### config.mk
export PLATFORM = sky130hd
export DESIGN_NAME = id_ex_stage_flat
export DESIGN_NICKNAME = d
export VERILOG_FILES = /design/src/rtl/id_ex_stage_if.sv /design/src/rtl/id_ex_stage.sv /design/src/flat_wrapper.sv
export SDC_FILE = /design/constraint.sdc
export NUM_CORES = 1
export LEC_CHECK = 0
export BUFFER_PORTS_ARGS = -buffer_cell sky130_fd_sc_hd__buf_2
export CAP_MARGIN = 30
export CORE_AREA = 2 2 116 118
export DETAILED_ROUTE_END_ITERATION = 8
export DIE_AREA = 0 0 118 120
export GPL_ROUTABILITY_DRIVEN = 0
export GPL_TIMING_DRIVEN = 1
export HOLD_SLACK_MARGIN = 0.02
export PLACE_DENSITY = 0.88
export SLEW_MARGIN = 25
export SYNTH_ARGS = -nofsm -noshare
export SYNTH_HDL_FRONTEND = slang
export SYNTH_SLANG_ARGS = --single-unit
export TNS_END_PERCENT = 100
### constraint.sdc
create_clock -name clk_i -period 3.6 [get_ports clk_i]
set_input_delay 0.18 -clock clk_i [delete_from_list [all_inputs] [get_ports clk_i]]
set_output_delay 0.18 -clock clk_i [all_outputs]
set_load 0.03 [all_outputs]
### src/rtl/id_ex_stage_if.sv
// ID/EX stage bundle: decoder controls, operands and addresses going in,
// the registered EX-side copy plus stall/valid coming out.
interface id_ex_stage_if #(
    parameter int DATA_W = 32
);
    logic              hold_i;
    logic              flush_i;

    logic              RegDst_i;
    logic              Jump_i;
    logic              Branch_i;
    logic              MemRead_i;
    logic              MemtoReg_i;
    logic              ExtOp_i;
    logic              MemWrite_i;
    logic              ALUSrc_i;
    logic              RegWrite_i;
    logic [1:0]        ALUOp_i;

    logic [DATA_W-1:0] pc4_i;
    logic [DATA_W-1:0] rs_data_i;
    logic [DATA_W-1:0] rt_data_i;
    logic [15:0]       imm_i;
    logic [4:0]        rs_i;
    logic [4:0]        rt_i;
    logic [4:0]        rd_i;

    logic              RegDst_o;
    logic              Jump_o;
    logic              Branch_o;
    logic              MemRead_o;
    logic              MemtoReg_o;
    logic              ExtOp_o;
    logic              MemWrite_o;
    logic              ALUSrc_o;
    logic              RegWrite_o;
    logic [1:0]        ALUOp_o;

    logic [DATA_W-1:0] pc4_o;
    logic [DATA_W-1:0] rs_data_o;
    logic [DATA_W-1:0] rt_data_o;
    logic [DATA_W-1:0] imm_o;
    logic [4:0]        rs_o;
    logic [4:0]        rt_o;
    logic [4:0]        rd_o;

    logic              valid_o;
    logic              stall_o;

    // Driven by the ID side / sequencer.
    modport master (
        output hold_i, flush_i,
        output RegDst_i, Jump_i, Branch_i, MemRead_i, MemtoReg_i,
        output ExtOp_i, MemWrite_i, ALUSrc_i, RegWrite_i, ALUOp_i,
        output pc4_i, rs_data_i, rt_data_i, imm_i, rs_i, rt_i, rd_i,
        input  RegDst_o, Jump_o, Branch_o, MemRead_o, MemtoReg_o,
        input  ExtOp_o, MemWrite_o, ALUSrc_o, RegWrite_o, ALUOp_o,
        input  pc4_o, rs_data_o, rt_data_o, imm_o, rs_o, rt_o, rd_o,
        input  valid_o, stall_o
    );

    // Seen by the pipeline register itself.
    modport slave (
        input  hold_i, flush_i,
        input  RegDst_i, Jump_i, Branch_i, MemRead_i, MemtoReg_i,
        input  ExtOp_i, MemWrite_i, ALUSrc_i, RegWrite_i, ALUOp_i,
        input  pc4_i, rs_data_i, rt_data_i, imm_i, rs_i, rt_i, rd_i,
        output RegDst_o, Jump_o, Branch_o, MemRead_o, MemtoReg_o,
        output ExtOp_o, MemWrite_o, ALUSrc_o, RegWrite_o, ALUOp_o,
        output pc4_o, rs_data_o, rt_data_o, imm_o, rs_o, rt_o, rd_o,
        output valid_o, stall_o
    );
endinterface

### src/rtl/id_ex_stage.sv
// ID/EX pipeline register of the five-stage MIPS core with immediate
// extension, load-use hazard detection, flush bubbles and global freeze.
module id_ex_stage #(
    parameter int DATA_W = 32
) (
    input  logic         clk_i,
    input  logic         rst_i,
    id_ex_stage_if.slave bus
);
    // The EX slot is the only state: it holds a real instruction or a bubble.
    localparam logic [0:0] ST_BUBBLE = 1'b0;
    localparam logic [0:0] ST_VALID  = 1'b1;

    typedef struct packed {
        logic              valid;
        logic              reg_dst;
        logic              jump;
        logic              branch;
        logic              mem_read;
        logic              mem_to_reg;
        logic              ext_op;
        logic              mem_write;
        logic              alu_src;
        logic              reg_write;
        logic [1:0]        alu_op;
        logic [DATA_W-1:0] pc4;
        logic [DATA_W-1:0] rs_data;
        logic [DATA_W-1:0] rt_data;
        logic [DATA_W-1:0] imm;
        logic [4:0]        rs;
        logic [4:0]        rt;
        logic [4:0]        rd;
    } ex_slot_t;

    ex_slot_t          slot_q;
    ex_slot_t          slot_d;
    ex_slot_t          id_slot;
    logic [DATA_W-1:0] imm_ext;
    logic              haz;

    always_comb begin
        if (bus.ExtOp_i) begin
            imm_ext = {{(DATA_W-16){bus.imm_i[15]}}, bus.imm_i};
        end else begin
            imm_ext = {{(DATA_W-16){1'b0}}, bus.imm_i};
        end
    end

    // Decoder bits pass through untouched; only a bubble clears them.
    always_comb begin
        id_slot            = '0;
        id_slot.valid      = ST_VALID;
        id_slot.reg_dst    = bus.RegDst_i;
        id_slot.jump       = bus.Jump_i;
        id_slot.branch     = bus.Branch_i;
        id_slot.mem_read   = bus.MemRead_i;
        id_slot.mem_to_reg = bus.MemtoReg_i;
        id_slot.ext_op     = bus.ExtOp_i;
        id_slot.mem_write  = bus.MemWrite_i;
        id_slot.alu_src    = bus.ALUSrc_i;
        id_slot.reg_write  = bus.RegWrite_i;
        id_slot.alu_op     = bus.ALUOp_i;
        id_slot.pc4        = bus.pc4_i;
        id_slot.rs_data    = bus.rs_data_i;
        id_slot.rt_data    = bus.rt_data_i;
        id_slot.imm        = imm_ext;
        id_slot.rs         = bus.rs_i;
        id_slot.rt         = bus.rt_i;
        id_slot.rd         = bus.rd_i;
    end

    // A load in EX whose target feeds the ID instruction; $zero never counts.
    assign haz = slot_q.valid & slot_q.mem_read & (slot_q.rt != 5'd0) &
                 ((slot_q.rt == bus.rs_i) | (slot_q.rt == bus.rt_i));

    // stall_o=1 means: PC and IF/ID keep their contents this cycle, so the same
    // ID instruction is re-presented next cycle, when the bubble sits in EX and
    // it is captured. Flush and hold both suppress the stall.
    assign bus.stall_o = haz & ~bus.flush_i & ~bus.hold_i;

    always_comb begin
        slot_d = slot_q;
        if (!bus.hold_i) begin
            if (bus.flush_i || haz) begin
                slot_d       = '0;
                slot_d.valid = ST_BUBBLE;
            end else begin
                slot_d = id_slot;
            end
        end
    end

    always_ff @(posedge clk_i) begin
        if (rst_i) begin
            slot_q <= '0;
        end else begin
            slot_q <= slot_d;
        end
    end

    assign bus.valid_o    = slot_q.valid;
    assign bus.RegDst_o   = slot_q.reg_dst;
    assign bus.Jump_o     = slot_q.jump;
    assign bus.Branch_o   = slot_q.branch;
    assign bus.MemRead_o  = slot_q.mem_read;
    assign bus.MemtoReg_o = slot_q.mem_to_reg;
    assign bus.ExtOp_o    = slot_q.ext_op;
    assign bus.MemWrite_o = slot_q.mem_write;
    assign bus.ALUSrc_o   = slot_q.alu_src;
    assign bus.RegWrite_o = slot_q.reg_write;
    assign bus.ALUOp_o    = slot_q.alu_op;
    assign bus.pc4_o      = slot_q.pc4;
    assign bus.rs_data_o  = slot_q.rs_data;
    assign bus.rt_data_o  = slot_q.rt_data;
    assign bus.imm_o      = slot_q.imm;
    assign bus.rs_o       = slot_q.rs;
    assign bus.rt_o       = slot_q.rt;
    assign bus.rd_o       = slot_q.rd;
endmodule

### src/flat_wrapper.sv
// flat-port wrapper written by rule: the top's interface ports become plain ports
module id_ex_stage_flat 
#(
    parameter int DATA_W = 32
)
  (clk_i, rst_i, bus_hold_i, bus_flush_i, bus_RegDst_i, bus_Jump_i, bus_Branch_i, bus_MemRead_i, bus_MemtoReg_i, bus_ExtOp_i, bus_MemWrite_i, bus_ALUSrc_i, bus_RegWrite_i, bus_ALUOp_i, bus_pc4_i, bus_rs_data_i, bus_rt_data_i, bus_imm_i, bus_rs_i, bus_rt_i, bus_rd_i, bus_RegDst_o, bus_Jump_o, bus_Branch_o, bus_MemRead_o, bus_MemtoReg_o, bus_ExtOp_o, bus_MemWrite_o, bus_ALUSrc_o, bus_RegWrite_o, bus_ALUOp_o, bus_pc4_o, bus_rs_data_o, bus_rt_data_o, bus_imm_o, bus_rs_o, bus_rt_o, bus_rd_o, bus_valid_o, bus_stall_o);
  id_ex_stage_if #(.DATA_W(DATA_W)) bus_i ();
  input  logic clk_i;
  input  logic rst_i;
  input wire logic [$bits(bus_i.hold_i)-1:0] bus_hold_i;
  input wire logic [$bits(bus_i.flush_i)-1:0] bus_flush_i;
  input wire logic [$bits(bus_i.RegDst_i)-1:0] bus_RegDst_i;
  input wire logic [$bits(bus_i.Jump_i)-1:0] bus_Jump_i;
  input wire logic [$bits(bus_i.Branch_i)-1:0] bus_Branch_i;
  input wire logic [$bits(bus_i.MemRead_i)-1:0] bus_MemRead_i;
  input wire logic [$bits(bus_i.MemtoReg_i)-1:0] bus_MemtoReg_i;
  input wire logic [$bits(bus_i.ExtOp_i)-1:0] bus_ExtOp_i;
  input wire logic [$bits(bus_i.MemWrite_i)-1:0] bus_MemWrite_i;
  input wire logic [$bits(bus_i.ALUSrc_i)-1:0] bus_ALUSrc_i;
  input wire logic [$bits(bus_i.RegWrite_i)-1:0] bus_RegWrite_i;
  input wire logic [$bits(bus_i.ALUOp_i)-1:0] bus_ALUOp_i;
  input wire logic [$bits(bus_i.pc4_i)-1:0] bus_pc4_i;
  input wire logic [$bits(bus_i.rs_data_i)-1:0] bus_rs_data_i;
  input wire logic [$bits(bus_i.rt_data_i)-1:0] bus_rt_data_i;
  input wire logic [$bits(bus_i.imm_i)-1:0] bus_imm_i;
  input wire logic [$bits(bus_i.rs_i)-1:0] bus_rs_i;
  input wire logic [$bits(bus_i.rt_i)-1:0] bus_rt_i;
  input wire logic [$bits(bus_i.rd_i)-1:0] bus_rd_i;
  output wire logic [$bits(bus_i.RegDst_o)-1:0] bus_RegDst_o;
  output wire logic [$bits(bus_i.Jump_o)-1:0] bus_Jump_o;
  output wire logic [$bits(bus_i.Branch_o)-1:0] bus_Branch_o;
  output wire logic [$bits(bus_i.MemRead_o)-1:0] bus_MemRead_o;
  output wire logic [$bits(bus_i.MemtoReg_o)-1:0] bus_MemtoReg_o;
  output wire logic [$bits(bus_i.ExtOp_o)-1:0] bus_ExtOp_o;
  output wire logic [$bits(bus_i.MemWrite_o)-1:0] bus_MemWrite_o;
  output wire logic [$bits(bus_i.ALUSrc_o)-1:0] bus_ALUSrc_o;
  output wire logic [$bits(bus_i.RegWrite_o)-1:0] bus_RegWrite_o;
  output wire logic [$bits(bus_i.ALUOp_o)-1:0] bus_ALUOp_o;
  output wire logic [$bits(bus_i.pc4_o)-1:0] bus_pc4_o;
  output wire logic [$bits(bus_i.rs_data_o)-1:0] bus_rs_data_o;
  output wire logic [$bits(bus_i.rt_data_o)-1:0] bus_rt_data_o;
  output wire logic [$bits(bus_i.imm_o)-1:0] bus_imm_o;
  output wire logic [$bits(bus_i.rs_o)-1:0] bus_rs_o;
  output wire logic [$bits(bus_i.rt_o)-1:0] bus_rt_o;
  output wire logic [$bits(bus_i.rd_o)-1:0] bus_rd_o;
  output wire logic [$bits(bus_i.valid_o)-1:0] bus_valid_o;
  output wire logic [$bits(bus_i.stall_o)-1:0] bus_stall_o;
  assign bus_i.hold_i = bus_hold_i;
  assign bus_i.flush_i = bus_flush_i;
  assign bus_i.RegDst_i = bus_RegDst_i;
  assign bus_i.Jump_i = bus_Jump_i;
  assign bus_i.Branch_i = bus_Branch_i;
  assign bus_i.MemRead_i = bus_MemRead_i;
  assign bus_i.MemtoReg_i = bus_MemtoReg_i;
  assign bus_i.ExtOp_i = bus_ExtOp_i;
  assign bus_i.MemWrite_i = bus_MemWrite_i;
  assign bus_i.ALUSrc_i = bus_ALUSrc_i;
  assign bus_i.RegWrite_i = bus_RegWrite_i;
  assign bus_i.ALUOp_i = bus_ALUOp_i;
  assign bus_i.pc4_i = bus_pc4_i;
  assign bus_i.rs_data_i = bus_rs_data_i;
  assign bus_i.rt_data_i = bus_rt_data_i;
  assign bus_i.imm_i = bus_imm_i;
  assign bus_i.rs_i = bus_rs_i;
  assign bus_i.rt_i = bus_rt_i;
  assign bus_i.rd_i = bus_rd_i;
  assign bus_RegDst_o = bus_i.RegDst_o;
  assign bus_Jump_o = bus_i.Jump_o;
  assign bus_Branch_o = bus_i.Branch_o;
  assign bus_MemRead_o = bus_i.MemRead_o;
  assign bus_MemtoReg_o = bus_i.MemtoReg_o;
  assign bus_ExtOp_o = bus_i.ExtOp_o;
  assign bus_MemWrite_o = bus_i.MemWrite_o;
  assign bus_ALUSrc_o = bus_i.ALUSrc_o;
  assign bus_RegWrite_o = bus_i.RegWrite_o;
  assign bus_ALUOp_o = bus_i.ALUOp_o;
  assign bus_pc4_o = bus_i.pc4_o;
  assign bus_rs_data_o = bus_i.rs_data_o;
  assign bus_rt_data_o = bus_i.rt_data_o;
  assign bus_imm_o = bus_i.imm_o;
  assign bus_rs_o = bus_i.rs_o;
  assign bus_rt_o = bus_i.rt_o;
  assign bus_rd_o = bus_i.rd_o;
  assign bus_valid_o = bus_i.valid_o;
  assign bus_stall_o = bus_i.stall_o;
  id_ex_stage #(.DATA_W(DATA_W)) u_core (.clk_i(clk_i), .rst_i(rst_i), .bus(bus_i));
endmodule
# ---- Word-level counts from Yosys, hierarchy flattened
# Index checks and enable logic that the tools add are counted.
dict set report totals {
  reg_bits 155
  latchBits 0
  ramBits 0
  romBits 0
  input_bits 142
  out_inout_bits 156
  elab_cells 32
  memories 0
}
dict set report classes {
  addsub 0
  n_mul 0
  div_mod_pow 0
  order_cmp 0
  eq_ne 2
  shift 0
  mux 2
  bitwise 8
  n_reduce_logical 2
}
# op n
set op_table {}
lappend op_table {{2-to-1 mux 155 bit} 1}
lappend op_table {{2-to-1 mux 32 bit} 1}
lappend op_table {{equality test 5 bit} 2}
lappend op_table {{bitwise AND 1 bit} 5}
lappend op_table {{nonzero test 5 bit} 1}
lappend op_table {{NOT 1 bit} 2}
lappend op_table {{logical OR 1 bit} 1}
lappend op_table {{bitwise OR 1 bit} 1}

# ---- Depth between registers and ports, before layout
# Gate-level depths: netlist (run 1).
dict set report logic_depth {
  depth_word 5
  ltp_mapped 6
  ltp_nobuf 4
}

# ---- Least setup slack after synthesis (run 1)
# No wires, ideal clock.
dict set report synth_timing {
  kind {flip-flop to output port}
  start {register u_core.slot_q, in the netlist u_core.bus.rt_o[0]}
  end {output bus_stall_o}
  arrival_time_ns 2.386
  t_required_ns 3.420
  path_slack_ns 1.034
  stages_incl_launch_ff 6
  cell_sequence {dfxtp_1 -> xnor2_1 -> nand3_1 -> o22ai_1 -> buf_2 -> nor4b_1}
}
dict set report synth_between {
  elab_chain_len 5
  word_cells_on_any_way 8
  classes_between {eq/ne (2); bitwise (5); reduce/logical (1)}
}
# item line_no
set synth_rtl {}
lappend synth_rtl {{start: declaration} id_ex_stage.sv:35} ;# ex_slot_t slot_q;
lappend synth_rtl {{start signal: assignment} id_ex_stage.sv:97} ;# slot_q <= slot_d;
lappend synth_rtl {{equality test 5 bit / nonzero test 5 bit (equally long branches)} {id_ex_stage.sv:74, id_ex_stage.sv:73}}
lappend synth_rtl {{bitwise OR 1 bit / bitwise AND 1 bit (equally long branches)} {id_ex_stage.sv:74, id_ex_stage.sv:73}}
lappend synth_rtl {{bitwise AND 1 bit (*)} id_ex_stage.sv:73} ;# assign haz = slot_q.valid & slot_q.mem_read & (slot_q.rt != 5'd0) &
lappend synth_rtl {{bitwise AND 1 bit (*) (2 in series)} id_ex_stage.sv:79} ;# assign bus.stall_o = haz & ~bus.flush_i & ~bus.hold_i;
lappend synth_rtl {{end: declaration} flat_wrapper.sv:47} ;# output wire logic [$bits(bus_i.stall_o)-1:0] bus_stall_o;
# Mark *: on every way between the ends. The rest lies on a longest branch, timed or not.

# ---- Worst setup path in the final report (run 1)
# Ends and elaborated chain as after synthesis.

==> flow_metrics.tcl, run 1 <==
set metrics [dict create \
    run_status "complete, no violations" \
    start_util 0.452 \
    synthTopCellsByCount "dfxtp_1 (140), nand2_1 (140), a32oi_1 (138)" \
    dp_slack_ns 1.42 \
    worstSkewPairLatency_ns 0.42 \
    grt_pass1_wl_um 31800 \
    portBuffers 297 \
    dr.pass1.iters 6 \
    drc 0 \
    crit_arrival_ns 2.44 \
    synth_seq_cells 140 \
    rsz0062_at_grt "false" \
    grt_max_degree 120 \
    grt_pass1_vias 6431 \
    synthDominantCellAreaShare 0.478 \
    overflow 0 \
    tritoncts "done" \
    syn_to_final_growth_pct 51.9 \
    finalSetupViolations 0 \
    drt-initial-drc-count 689 \
    p_leak_nw 3.80 \
    cts_resized 0 \
    die_area_um2 14200 \
    crit_path_max_incr_delay_ns 0.66 \
    placed_area_um2 7310 \
    cts_sinks 140 \
    postCtsHoldBufs 99 \
    n_antenna_cell 0 \
    hold_ws_ns 0.0351 \
    hold_path.class "in -> reg" \
    synth_ff_type "dfxtp_1" \
    maxCapViolations 0 \
    max_slew.worst_pin.slew_ns 0.816 \
    crit_family "compound AO/OA/AOI/OAI gates" \
    layout_min_cycle_time_ns 2.62 \
    antenna_found_initial 0 \
    syn_area_per_cell_um2 8.72 \
    skew_ns 0.0103 \
    fin_tns_setup_ns 0 \
    synth.area.top_cells "dfxtp_1 (48%), a32oi_1 (21%), nand2_1 (9.0%)" \
    numCtsBuffers 17 \
    drive_gt1_frac 0.337 \
    fill_cells 920 \
    routedLengthMet1_um 7700 \
    finalMaxSlewViolations 0 \
    dieHeight_um 120 \
    slew_headroom 0.454 \
    path_class "reg -> out" \
    crit_path_end_kind "output pin" \
    hpwl_um 11100 \
    synth_fp_nets 814 \
    cp_slowest_cell "o22ai_4" \
    design_area_um2 8900 \
    finalCritPeriodShare 0.728 \
    netlist_instances 672 \
    clockBufferDepth 2 \
    finalWorstSetupSlack_ns 0.981 \
    rows 42 \
    placed_cells 1065 \
    cp_max_fo 27 \
    vdd_drop_max_uv 331 \
    routed_via_density 5.73 \
    worstPathRequired_ns 3.42 \
    wl_met3_um 1610 \
    hold_viol_final 0 \
    fin_cells 1196 \
    critPathBufInv 1 \
    seq_area_frac_synth 0.478 \
    core_area_um2 13000 \
    grt_usage 0.274 \
    max_freq_mhz 382 \
    synth-async-reset-ratio 0 \
    wl_per_cell_um 16.8 \
    p_per_area_nw_per_um2 492 \
    clk_pin_slew_ns 0.06 \
    synth_edf_count 0 \
    ant_nets 0 \
    syn_area_um2 5860 \
    synth_top_area_cell "dfxtp_1" \
    vias 6850 \
    h-tree-depth 4 \
    wirelength_um 20100 \
    r2r_slack_ns 1.38 \
    cts_setup_buffers 0 \
    clock-root-buffer "clkbuf_16" \
    die_w_um 118 \
    wl_met2_um 10100 \
    ios 298 \
    cp-start-kind "flip-flop" \
    highest_layer "met4" \
    yosysWarnings 0 \
    final_nets 1149 \
    crit_chain "xnor2_1 -> nand3_1 -> o22ai_4 -> nor4b_1 -> buf_2" \
    ys_types 20 \
]
## area by class of cell
type                    count  area, um^2  share of cell area
clock inverters            12         138              0.0155
clock buffers              20         467              0.0524
multi-input cells         441        2650               0.298
flip-flops and latches    140        2800               0.315
repair buffers            407        2620               0.295
well taps                 176         220              0.0247
## final timing paths
check,start,to,depth (start not counted)
setup / recovery,u_core.bus.rt_o[0],bus_stall_o,5
hold / removal,bus_pc4_i[2],u_core.bus.pc4_o[2],3
setup reg to reg,u_core.bus.rt_o[1],u_core.bus.rs_data_o[26],5
hold reg to reg,u_core.bus.pc4_o[12],u_core.bus.pc4_o[12],2
## report_power, final
part / switching, mW / internal, mW / total [mW]
Combinational: 0.551 / 0.309 / 0.860
Clock: 0.690 / 1.08 / 1.77
Sequential: 0.0749 / 1.67 / 1.75
Total: 1.32 / 3.06 / 4.38
## cell families (layout without fill, tap and decap cells)
kind of cell / after synthesis / in the layout / share of synthesized area
AND/OR/NAND/NOR: 149 / 149 / 0.0999
buffers and inverters: 91 / 439 / 0.0756
XOR/XNOR: 10 / 10 / 0.0149
AO/OA/AOI/OAI: 282 / 282 / 0.331
flip-flops: 140 / 140 / 0.478
## registers in the layout, indices dropped and copies added (netlist names)
register and flops:
u_core.bus.ALUOp_o 2, u_core.bus.ALUSrc_o 1, u_core.bus.Branch_o 1, u_core.bus.ExtOp_o 1
u_core.bus.Jump_o 1, u_core.bus.MemRead_o 1, u_core.bus.MemWrite_o 1, u_core.bus.MemtoReg_o 1
u_core.bus.RegDst_o 1, u_core.bus.RegWrite_o 1, u_core.bus.imm_o 17, u_core.bus.pc4_o 32
u_core.bus.rd_o 5, u_core.bus.rs_data_o 32, u_core.bus.rs_o 5, u_core.bus.rt_data_o 32
u_core.bus.rt_o 5, u_core.bus.valid_o 1
## stage by stage
stage          power (mW)   util
3_3_place_gp         2.51  0.563
6_report             4.38  0.686
5_1_grt              4.54  0.686
3_5_place_dp         2.53  0.563
4_1_cts              4.37  0.686
2_1_floorplan        2.24      -
## cells in the final DEF (no fill, tap or decap), drive strengths merged, types with 3 or more instances in the layout
cell type / count
nand3: 3
clkbuf: 20
buf: 308
dfxtp: 140
a32oi: 138
o21ai: 140
nand2: 140
xnor2: 10
dlygate4sd3: 99
clkinv: 3
clkinvlp: 5
## worst register-to-register path, stage by stage, from the launching register on
cell      delay (ns)
dfxtp_1         0.36
or4_1           0.59
o211ai_4        0.44
buf_12          0.33
a32oi_1         0.20
o21ai_0         0.18
## metal layers
layer,vias to the layer above,track usage
met2,408,0.484
met3,74,0.0741
met4,0,0.125
met5,-,0
met1,3163,0.308
li1,3205,-
No activity file was read; power rests on OpenSTA's default activity.
==> inputs of run 2 (changes only) <==
Settings changed: ABC_AREA from default to 1, CORE_AREA 2 2 116 118 to default, CORE_MARGIN from default to 2, CORE_UTILIZATION from default to 47, DIE_AREA 0 0 118 120 to default, PLACE_DENSITY 0.88 to 0.89.
Clock period 3.6 ns to 2.47 ns, I/O delays scaled along.
==> flow_metrics.tcl, run 2 <==
set metrics [dict create \
    run_status "complete, no violations" \
    max_slew.worst_pin.slew_ns 0.645 \
    crit_chain "inv_1 -> nand2_1 -> nand2_1 -> nor2_1 -> nand3_1 -> nand2_2 -> nand2_8 -> nor3_1 -> buf_2" \
    finalSetupViolations 0 \
    wirelength_um 22100 \
    vdd_drop_max_uv 403 \
    final_cell_mix "buf_2 (295), nand2_1 (162), dfxtp_1 (140)" \
    yosysWarnings 0 \
    dr.pass1.iters 6 \
    synth_ff_type "dfxtp_1" \
    netlist_instances 691 \
    grt_max_degree 87 \
    cp_max_fo 56 \
    worstSkewPairLatency_ns 0.42 \
    final_common_cell "buf_2" \
    overflow 0 \
    portBuffers 297 \
    placed_cells 1098 \
    crit_path_end_kind "output pin" \
    path_class "reg -> out" \
    cpMostUsedCell "nand2_1" \
    cts_resized 0 \
    fin_tns_setup_ns 0 \
    final_nets 1220 \
    synth_fp_nets 833 \
    ys_types 20 \
    wl_per_cell_um 17.5 \
    cts_setup_buffers 0 \
    clock-root-buffer "clkbuf_16" \
    cp-start-kind "flip-flop" \
    die_area_um2 14300 \
    grt_pass1_vias 6849 \
    use_met3 0.0794 \
    fill_cells 842 \
    cts_sinks 140 \
    maxCapViolations 0 \
    h-tree-depth 4 \
    seq_area_frac_synth 0.446 \
    p_per_area_nw_per_um2 619 \
    max_freq_mhz 444 \
    slew_headroom 0.570 \
    p_leak_nw 4.16 \
    drive_gt1_frac 0.482 \
    drt-initial-drc-count 528 \
    met2_usage 0.519 \
    gr-usage-met1 0.317 \
    synth_top_area_cell "dfxtp_1" \
    ios 298 \
    clk_pin_slew_ns 0.06 \
    syn_to_final_growth_pct 53.4 \
    synth.area.top_cells "dfxtp_1 (45%), nand3_2 (14%), a21oi_2 (13%)" \
    yosysMostFrequentCell "nand2_1" \
    start_util 0.478 \
    syn_area_per_cell_um2 9.09 \
    fin_cells 1268 \
    syn_area_um2 6280 \
    clockBufferDepth 2 \
    tritoncts "done" \
    grt-busiest-layer "met2" \
    dieHeight_um 120 \
    synth_seq_cells 140 \
    numCtsBuffers 17 \
    synth_edf_count 0 \
    crit_path_max_incr_delay_ns 0.42 \
    cp_slowest_cell "dfxtp_1" \
    vias 6757 \
    die_w_um 120 \
    final_core_util 0.733 \
    finalCritPeriodShare 0.911 \
    rows 42 \
    rsz0062_at_grt "false" \
    core_area_um2 13100 \
    routed_via_density 5.33 \
    crit_arrival_ns 2.13 \
    grt_usage 0.299 \
    drc 0 \
    skew_ns 0.0157 \
    grt_pass1_wl_um 33800 \
    synthTopCellsByCount "nand2_1 (162), dfxtp_1 (140), a21oi_2 (90), nand3_2 (90), nand3_1 (52)" \
    layout_min_cycle_time_ns 2.25 \
    ant_nets 0 \
    hold_viol_final 0 \
    finalMaxSlewViolations 0 \
    antenna_found_initial 1 \
    hold_path.class "in -> reg" \
    worstPathRequired_ns 2.35 \
    hpwl_um 11500 \
    synthDominantCellAreaShare 0.446 \
    postCtsHoldBufs 137 \
    synth-async-reset-ratio 0 \
]
## run 2: changes by cell type after synthesis, sizes merged, moves of 10 or more
cell,delta
a21oi,+140
o21ai,-140
nand3,+139
a32oi,-138
clkbuf,-27
nand2,+24
inv,+14
buf,+13
nor2,+10
## run 2: worst max-delay path: cells and delay by family, from the launching register on
kind	cells	cell delay [ns]
flip-flops	1	0.42
AND/OR/NAND/NOR	7	0.96
buffers and inverters	2	0.31
## run 2: worst paths after layout
| kind | start | endpoint | slack, ns | depth (start not counted) |
|---|---|---|---|---|
| setup / recovery | u_core.bus.rt_o[4] | bus_stall_o | 0.22 | 9 |
| setup reg to reg | u_core.bus.rt_o[0] | u_core.bus.imm_o[12] | 0.58 | 9 |
| hold reg to reg | u_core.bus.imm_o[14] | u_core.bus.imm_o[14] | 0.46 | 2 |
| hold / removal | bus_imm_i[15] | u_core.bus.imm_o[15] | 0.03 | 3 |
## run 2: through the flow
step	instance area, um^2	setup slack (ns)	total power, mW	hold WS, ns
3_5_place_dp	7660	0.699	3.21	0.383
3_3_place_gp	7660	0.752	3.19	0.382
2_1_floorplan	6280	0.448	2.92	0.266
6_report	9630	0.219	5.96	0.0346
4_1_cts	9630	0.240	5.93	0.0201
5_1_grt	9630	0.0858	6.15	0.0402
## run 2: layout make-up
cell class / count / area, um^2 / area share
Antenna cell: 1 / 2.50 / 0.000260
Timing Repair Buffer: 445 / 3050 / 0.317
Sequential cell: 140 / 2800 / 0.291
Multi-Input combinational cell: 460 / 2910 / 0.302
Inverter: 14 / 52.6 / 0.00546
Tap cell: 176 / 220 / 0.0229
Clock buffer: 17 / 425 / 0.0442
Clock inverter: 15 / 171 / 0.0178
## run 2: metal layers
layer / routed length [um] / up-vias
met3: 1630 / 96
met1: 8080 / 3193
li1: - / 3073
met5: 0 / -
met2: 11200 / 395
met4: 1240 / 0
## run 2: logic make-up (layout without fill, tap and decap cells)
family | Yosys count | after routing | synth area share
compound gates | 140 | 140 | 0.165
buf+inv | 91 | 491 | 0.0927
other cells | 0 | 1 | 0
simple gates | 318 | 318 | 0.293
xor+xnor | 2 | 2 | 0.00279
flops | 140 | 140 | 0.446
## run 2: report_power, final
| part | total (mW) | switching, mW | internal [mW] |
|---|---|---|---|
| Clock | 2.59 | 1.00 | 1.58 |
| Combinational | 0.972 | 0.565 | 0.408 |
| Sequential | 2.40 | 0.0544 | 2.35 |
